`config.mk`:
```
export PLATFORM = sky130hd
export DESIGN_NAME = imem_loader_ctrl
export DESIGN_NICKNAME = d
export VERILOG_FILES = /design/src/rtl/imem_loader_ctrl.sv
export SDC_FILE = /design/constraint.sdc
export NUM_CORES = 1
export LEC_CHECK = 0
export ABC_AREA = 1
export ABC_CLOCK_PERIOD_IN_PS = 4400
export BUFFER_PORTS_ARGS = -buffer_cell sky130_fd_sc_hd__buf_2
export CAP_MARGIN = 25
export CORE_MARGIN = 10
export CORE_UTILIZATION = 50
export DETAILED_ROUTE_END_ITERATION = 16
export PLACE_DENSITY_LB_ADDON = 0.15
export SYNTH_ARGS = -nofsm -noshare
export SYNTH_HDL_FRONTEND = slang
export SYNTH_SLANG_ARGS = --single-unit
```
`constraint.sdc`:
```
create_clock -name clk -period 4.4 [get_ports clk]
set_input_delay 0.22 -clock clk [delete_from_list [all_inputs] [get_ports clk]]
set_output_delay 0.22 -clock clk [all_outputs]
set_load 0.01 [all_outputs]
```
`src/rtl/imem_loader_ctrl.sv`:
```
// imem_loader_ctrl
// Owns the single port of the instruction RAM. In run mode the CPU fetches
// through it combinationally. A load session stalls the CPU, packs loader
// bytes into little-endian 32-bit words and writes them from word 0 upward.
// Optional build macro: IMEM_LOADER_CSUM_EN enables the XOR checksum of
// accepted bytes on ld_csum; without it ld_csum is constant zero.

module imem_loader_ctrl #(
    parameter int          DEPTH    = 64,
    parameter int          AW       = 6,
    parameter logic [31:0] NOP_WORD = 32'hE1A00000
) (
    input  logic          clk,
    input  logic          rst_n,
    input  logic [31:0]   cpu_addr,
    output logic [31:0]   cpu_instr,
    output logic          cpu_stall,
    input  logic          ld_start,
    input  logic [7:0]    ld_byte,
    input  logic          ld_byte_valid,
    output logic          ld_byte_ready,
    input  logic          ld_last,
    output logic          ld_busy,
    output logic          ld_done,
    output logic          ld_err,
    output logic [7:0]    ld_csum,
    output logic [AW-1:0] mem_addr,
    output logic [31:0]   mem_wdata,
    output logic          mem_we,
    input  logic [31:0]   mem_rdata
);

    typedef enum logic [1:0] {
        RUN     = 2'd0,
        COLLECT = 2'd1,
        WRITE   = 2'd2,
        DONE    = 2'd3
    } state_t;

    // Word index is one bit wider than the RAM address so it can hold DEPTH,
    // the saturated "RAM full" value that marks overflow.
    localparam logic [AW:0] DEPTH_IDX = (AW+1)'(DEPTH);
    localparam logic [AW:0] IDX_ONE   = (AW+1)'(1);

    state_t      state;
    state_t      state_next;
    logic [AW:0] word_idx;
    logic [1:0]  byte_cnt;
    logic [31:0] word_buf;
    logic        last_seen;
    logic        accept;

    // Address bits below word alignment and above the RAM size are ignored.
    logic unused_cpu_addr_bits;
    assign unused_cpu_addr_bits = ^{cpu_addr[31:AW+2], cpu_addr[1:0]};

    assign accept = (state == COLLECT) && ld_byte_valid;

    // State register; reset always returns the RAM to the CPU.
    always_ff @(posedge clk or negedge rst_n) begin
        if (!rst_n) begin
            state <= RUN;
        end else begin
            state <= state_next;
        end
    end

    // Next-state and port muxing between CPU fetch and loader writes.
    always_comb begin
        state_next    = state;
        cpu_instr     = NOP_WORD;
        cpu_stall     = 1'b1;
        ld_busy       = 1'b1;
        ld_byte_ready = 1'b0;
        ld_done       = 1'b0;
        mem_addr      = word_idx[AW-1:0];
        mem_wdata     = 32'h0000_0000;
        mem_we        = 1'b0;
        case (state)
            RUN: begin
                cpu_instr = mem_rdata;
                cpu_stall = 1'b0;
                ld_busy   = 1'b0;
                mem_addr  = cpu_addr[AW+1:2];
                if (ld_start) begin
                    state_next = COLLECT;
                end
            end
            COLLECT: begin
                ld_byte_ready = 1'b1;
                if (ld_byte_valid && ((byte_cnt == 2'd3) || ld_last)) begin
                    state_next = WRITE;
                end
            end
            WRITE: begin
                mem_wdata  = word_buf;
                mem_we     = (word_idx != DEPTH_IDX);
                state_next = last_seen ? DONE : COLLECT;
            end
            DONE: begin
                ld_done    = 1'b1;
                state_next = RUN;
            end
            default: begin
                state_next = RUN;
            end
        endcase
    end

    // Byte packing, word index and sticky overflow flag for the session.
    always_ff @(posedge clk or negedge rst_n) begin
        if (!rst_n) begin
            word_idx  <= '0;
            byte_cnt  <= 2'd0;
            word_buf  <= 32'h0000_0000;
            last_seen <= 1'b0;
            ld_err    <= 1'b0;
        end else begin
            case (state)
                RUN: begin
                    if (ld_start) begin
                        word_idx  <= '0;
                        byte_cnt  <= 2'd0;
                        word_buf  <= 32'h0000_0000;
                        last_seen <= 1'b0;
                        ld_err    <= 1'b0;
                    end
                end
                COLLECT: begin
                    if (accept) begin
                        word_buf[{byte_cnt, 3'b000} +: 8] <= ld_byte;
                        byte_cnt <= byte_cnt + 2'd1;
                        if (ld_last) begin
                            last_seen <= 1'b1;
                        end
                    end
                end
                WRITE: begin
                    // Buffer clears so a short final word has zero upper bytes.
                    word_buf <= 32'h0000_0000;
                    byte_cnt <= 2'd0;
                    if (word_idx == DEPTH_IDX) begin
                        ld_err <= 1'b1;
                    end else begin
                        word_idx <= word_idx + IDX_ONE;
                    end
                end
                default: begin
                end
            endcase
        end
    end

`ifdef IMEM_LOADER_CSUM_EN
    logic [7:0] csum_q;

    // Running XOR of every accepted byte, overflow bytes included.
    always_ff @(posedge clk or negedge rst_n) begin
        if (!rst_n) begin
            csum_q <= 8'h00;
        end else if ((state == RUN) && ld_start) begin
            csum_q <= 8'h00;
        end else if (accept) begin
            csum_q <= csum_q ^ ld_byte;
        end
    end

    assign ld_csum = csum_q;
`else
    assign ld_csum = 8'h00;
`endif

endmodule

```
==> flow_summary_export.csv, run 1 <==
group,metric,value,unit
finish,area_growth,23.7,%
power,power.internal,0.961,mW
sta,hold_violations,0,
routing,drt_iter0_markers,251,
logic_synthesis,synth_warnings,0,
status,status,"completed",
floorplan,rows,28,
routing,avgRoutedWirePerCell,12.9,um
sta,rsz0062_at_grt,"no",
logic_synthesis,synth_top_area_share,36.4,%
sta,finClkSkew,0.00893,ns
floorplan,die_w,98.7,um
cts,clk_path_buf_depth,2,
placed_design,hpwlAfterDp,6860,um
setup_path,crit_type,"register to primary output",
sta,setup_tns,0,ns
logic_synthesis,synthCells,476,
global_routing,grt_max_degree,46,
sta,clock.fmax,0.390,GHz
sta,finalCriticalPeriod,2.57,ns
logic_synthesis,synth_cell_types,30,
floorplan,die_y,98.7,um
routing,totalWireLength,8620,um
power,switching_share,49.0,%
finish,fin_nets,677,
floorplan,io_pins,161,
setup_path,crit_fanout,35,
job,maxCapViolations,0,
cts,insertion_delay,0.31,ns
logic_synthesis,yosysSeqAreaShare,36.4,%
cts,cts_buffers,5,
setup_path,regToRegSetupSlack,2.33,ns
worst_hold_path,holdPathEnd,"byte_cnt[1]$_DFFE_PN0P_",
power,combPwrFrac,52.9,%
cts,htreeDepth,2,
setup_path,cp-end-kind,"primary output",
setup_path,r2r-start,"byte_cnt[0]$_DFFE_PN0P_",
power,pwr-share-clk,17.1,%
power,switching_power,0.924,mW
floorplan,coreArea,0.00596,sq mm
sta,drv_slew,0,
cts,clk_pin_slew,0.09,ns
finish,antennaDiodeCount,0,
global_routing,grt_pass1_wl,14300,um
sta,slew_headroom,36.6,%
worst_hold_path,min_path_cells,3,
global_routing,antenna_found_initial,0,
finish,final_util,64.3,%
worst_hold_path,hp-class,"input port to register",
finish,drive_gt1_share,26.8,%
routing,vias,3154,
placed_design,gp_congestion,0.882,
sta,finalCritPeriodShare,58.3,%
global_routing,grt_pass1_vias,2980,
power,seqPwrFrac,29.9,%
logic_synthesis,synth_area,0.00310,sq mm
sta,setup_viol_count_final,0,
routing,ant_nets,0,
sta,hold-worst-slack,0.197,ns
floorplan,fp.dieArea,0.00974,sq mm
power,p_leak,2.23,nW
cts,clockRootBuffer,"clkbuf_8",
logic_synthesis,ys_seq_elements,45,
global_routing,grt_usage,17.1,%
worst_hold_path,hold_start,"ld_byte_valid",
setup_path,cp.arrival,2.35,ns
setup_path,critPathLaunchType,"register",
logic_synthesis,syn_area_per_cell,6.51,sq um
cts,cts-resized-gates,0,
power,powerDensity,492,mW/mm^2
logic_synthesis,netlist_top_cells_area,"dfrtp_1 36%, nand2_1 14%, inv_1 11%, nor2_1 10%, nand3_1 6.1%",
logic_synthesis,synth_top_cell_by_area,"dfrtp_1",
cts,cts_tree,"built",
placed_design,portBuffers,126,
sta,tightestPinTransition,0.949,ns
setup_path,reg2reg_to,"word_buf[30]$_DFFE_PN0P_",
routing,drtPass1Iterations,5,
routing,routed_via_density,4.71,
floorplan,start_util,52.0,%
global_routing,grt_remaining_overflow,0,
power,vdd_drop_max,0.000292,V
setup_path,r2r_cells,5,
routing,drcViolationCount,0,
setup_path,required,4.18,ns
cts,cts.sinks,45,
-- cell usage in the layout, fill, tap and decap left out, types with 2 or more instances in the layout --
cell type  count
or2_2          6
nand3b_1       2
nand3_1       38
dfrtp_1       45
nand3_2        6
nand2_2        2
buf_2        126
nand2_1      118
inv_2          4
conb_1         8
ha_1           7
nand4_1        2
o21ai_0       10
nor3_1         9
nor2_1        86
clkbuf_8       5
inv_1         88
o21ai_1       17
-- power by group through the flow --
stage | registers [mW] | clock network [mW] | logic, mW
4_1_cts | 0.565 | 0.326 | 1.01
5_1_grt | 0.576 | 0.346 | 1.13
3_5_place_dp | 0.574 | 0 | 1.00
3_3_place_gp | 0.569 | 0 | 0.984
2_1_floorplan | 0.525 | 0 | 0.796
6_report | 0.565 | 0.323 | 0.998
-- worst max-delay path by stage --
stage	slack [ns]	from	to	cells after the start
CTS	1.82	state[0]$_DFFE_PN0P_	cpu_instr[24]	4
finish	1.83	state[0]$_DFFE_PN0P_	cpu_instr[24]	4
global route	1.62	state[0]$_DFFE_PN0P_	cpu_instr[29]	4
global placement	2.22	state[0]$_DFFE_PN0P_	cpu_instr[31]	4
detailed placement	2.15	state[0]$_DFFE_PN0P_	cpu_instr[24]	4
floorplan	2.80	byte_cnt[0]$_DFFE_PN0P_	word_buf[6]$_DFFE_PN0P_	8
-- cell type report --
type                    instances  area [sq um]
clock buffers                   5          68.8
clock inverters                 3          46.3
fillers                       569          2130
multi-input cells             320          1480
well taps                      75          93.8
inverters                      93           352
flip-flops and latches         45          1130
repair buffers                128           661
-- Yosys cell counts --
cell	instances
conb_1	1
a21boi_0	1
and3_1	1
nor3_1	9
nor2_4	1
nor3b_1	1
o21ai_1	17
inv_2	4
dfrtp_1	45
buf_6	2
buf_4	12
or2_2	6
inv_4	1
buf_2	7
nand2_4	1
nand3b_4	1
inv_1	88
nand3_2	6
ha_1	7
nand2_2	2
nand3b_1	2
o21ai_4	1
a21oi_1	1
clkbuf_1	4
nor2_1	86
nor2_2	1
nand3_1	38
nand2_1	118
nand4_1	2
o21ai_0	10
-- state kept, by name, indices dropped and copies added (netlist names) --
name	count
word_buf	32
word_idx	7
byte_cnt	2
state	2
last_seen	1
ld_err	1
-- metrics by stage --
step / setup WS (ns) / power (mW) / area (sq um) / cells
2_1_floorplan: 2.80 / 1.32 / 3120 / 483
3_3_place_gp: 2.22 / 1.55 / 3680 / 659
3_5_place_dp: 2.15 / 1.58 / 3680 / 659
4_1_cts: 1.82 / 1.90 / 3800 / 667
5_1_grt: 1.62 / 2.05 / 3830 / 669
6_report: 1.83 / 1.89 / 3830 / 669
-- timing repair --
item / in CTS / in global routing
hold buffers: 0 / 1
setup buffers: 0 / 0
hold endpoints to repair: 0 / 6
-- kinds of logic (layout without fill, tap and decap cells) --
group | after synthesis | in the layout | synth area share, %
AOI/OAI and AO/OA | 30 | 30 | 5.29
and+or+nand+nor | 275 | 275 | 38.8
buffers and inverters | 118 | 229 | 16.6
adders and majority gates | 7 | 7 | 2.83
other | 1 | 8 | 0.121
DFF | 45 | 45 | 36.4
-- metal layers --
metal | track usage, % | wire length [um]
met5 | 0 | 0
met2 | 30.0 | 4300
met3 | 5.17 | 665
met1 | 20.1 | 3590
met4 | 3.42 | 69
-- critical path, stage by stage (launching register included) --
cell and delay [ns]:
dfrtp_1 0.61, inv_2 0.20, nand2_1 0.55, or2_2 0.52, buf_2 0.15
No activity file was read; power rests on OpenSTA's default activity.
==> run 2, diff against run 1 <==
Settings changed: ABC_CLOCK_PERIOD_IN_PS 4400 to 2100, CORE_UTILIZATION 50 to 42.
Clock period 4.4 ns to 2.1 ns, I/O delays scaled along.
==> flow_summary_export.csv, run 2 (synthesis gave the netlist of run 1 again) <==
group,metric,value,unit
status,status,"completed",
floorplan,start_util,42.9,%
placed_design,gp_congestion,0.889,
finish,top_regs,"word_buf: 32 flops, word_idx: 7 flops",
global_routing,grt_pass1_vias,2915,
finish,final_common_cell,"buf_2",
finish,multiInputGateArea,0.00149,sq mm
finish,largest_register_ffs,32,
setup_path,critPathLaunch,"state[1]$_DFFE_PN0P_",
cts,cts.sinks,45,
placed_design,portBuffers,126,
routing,totalWireLength,8720,um
routing,m1WireLength,3930,um
sta,setup_tns,0,ns
cts,cts_setup_buffers,0,
finish,fin_nets,682,
floorplan,coreArea,0.00721,sq mm
finish,nFillCells,752,
global_routing,grt_pass1_wl,14500,um
sta,finalCritPeriodShare,90.9,%
setup_path,crit_type,"register to primary output",
worst_hold_path,min_path_cells,3,
placed_design,dpl_cell_area,0.00376,sq mm
power,total_power,3.87,mW
sta,finalCriticalPeriod,1.91,ns
routing,avgRoutedWirePerCell,12.5,um
setup_path,cp-end-kind,"primary output",
routing,routed_via_density,4.53,
finish,top_register,"word_buf",
routing,wl_met3,689,um
floorplan,die_y,106,um
global_routing,grt_max_degree,29,
cts,cts_buffers,5,
setup_path,cp-endpoint,"mem_we",
setup_path,required,2.00,ns
routing,highest_layer,"met4",
sta,clock.fmax,0.524,GHz
cts,htreeDepth,2,
sta,hold_violations,0,
floorplan,fp.dieArea,0.0112,sq mm
worst_hold_path,hp-class,"input port to register",
global_routing,grt_usage,15.2,%
cts,cts_tree,"built",
routing,drtPass1Iterations,6,
power,p_leak,2.24,nW
job,maxCapViolations,0,
sta,setup_viol_count_final,0,
routing,vias,3161,
finish,antennaDiodeCount,0,
routing,drcViolationCount,0,
setup_path,crit_fanout,16,
sta,finClkSkew,0.0108,ns
placed_design,hpwlAfterDp,7140,um
global_routing,grt_remaining_overflow,0,
setup_path,cp.arrival,1.80,ns
floorplan,rows,31,
finish,drive_gt1_share,27.4,%
finish,area_growth,24.5,%
sta,drv_slew,0,
floorplan,io_pins,161,
finish,register_area,0.00113,sq mm
cts,clockRootBuffer,"clkbuf_8",
setup_path,reg2reg_to,"word_buf[31]$_DFFE_PN0P_",
floorplan,die_w,106,um
power,powerDensity,1000,mW/mm^2
worst_hold_path,hold_start,"ld_byte_valid",
global_routing,antenna_found_initial,0,
cts,clk_path_buf_depth,2,
routing,wl_met2,3990,um
routing,ant_nets,0,
cts,clk_pin_slew,0.09,ns
setup_path,regToRegSetupSlack,0.44,ns
setup_path,r2r-start,"byte_cnt[1]$_DFFE_PN0P_",
finish,design_area,0.00385,sq mm
setup_path,critPathLaunchType,"register",
power,vdd_drop_max,0.000429,V
cts,insertion_delay,0.30,ns
setup_path,r2r_cells,5,
finish,layout_common_cells,"126 x buf_2, 117 x nand2_1, 88 x inv_1",
routing,drt_iter0_markers,120,
sta,rsz0062_at_grt,"no",
==> run 2: cell count changes in the layout (fill, tap and decap cells not counted), sizes merged <==
cell	before	now
clkinv	1	2
bufinv	1	0
clkbuf	5	6
buf	127	132
clkinvlp	1	0
==> run 2: how the worst min path moves through the flow <==
stage                               endpoint  slack [ns]
floorplan            byte_cnt[0]$_DFFE_PN0P_       -0.19
global placement    word_buf[30]$_DFFE_PN0P_        0.05
detailed placement  word_buf[31]$_DFFE_PN0P_        0.06
CTS                  byte_cnt[1]$_DFFE_PN0P_         0.1
global route         byte_cnt[1]$_DFFE_PN0P_        0.10
finish               byte_cnt[1]$_DFFE_PN0P_        0.10
==> run 2: final cells by class <==
type                       count  share of cell area [%]
multi-input combinational    320                    38.5
sequential                    45                    29.2
timing repair buffer         133                    17.8
inverter                      93                    9.12
tap                           99                    3.21
clock buffer                   6                    1.88
clock inverter                 2                   0.260
==> run 2: metrics by stage <==
step / hold slack [ns] / utilization (%) / worst slack, ns / instances
after global routing: 0.104 / 53.4 / 0.0390 / 698
after floorplan: -0.191 / - / 0.499 / 483
after CTS: 0.0988 / 53.4 / 0.0207 / 698
after global placement: 0.0521 / 52.1 / 0.416 / 689
after detailed placement: 0.0558 / 52.1 / 0.351 / 689
final: 0.104 / 53.4 / 0.192 / 698
==> run 2: metal layers <==
metal	vias to the layer above	global-route usage, %
li1	1650	-
met1	1382	19.1
met2	121	25.0
met3	8	4.57
met4	0	3.58
met5	-	0
==> run 2: repair_timing <==
item / CTS / global route
hold endpoints to repair: 17 / 0
setup endpoints to repair: 0 / 24
resized for setup: 0 / 1
hold buffers: 1 / 0
==> run 2: critical path, stage by stage (launching register included) <==
cell	delay [ns]
dfrtp_1	0.62
nand2_2	0.30
inv_2	0.16
nand2_2	0.14
inv_1	0.13
buf_2	0.14
==> run 2: power breakdown <==
| group | internal [mW] | switching (mW) | total (mW) | leakage, nW |
|---|---|---|---|---|
| Combinational | 0.711 | 1.52 | 2.23 | 1.58 |
| Sequential | 0.999 | 0.114 | 1.11 | 0.619 |
| Clock | 0.231 | 0.295 | 0.527 | 0.0450 |
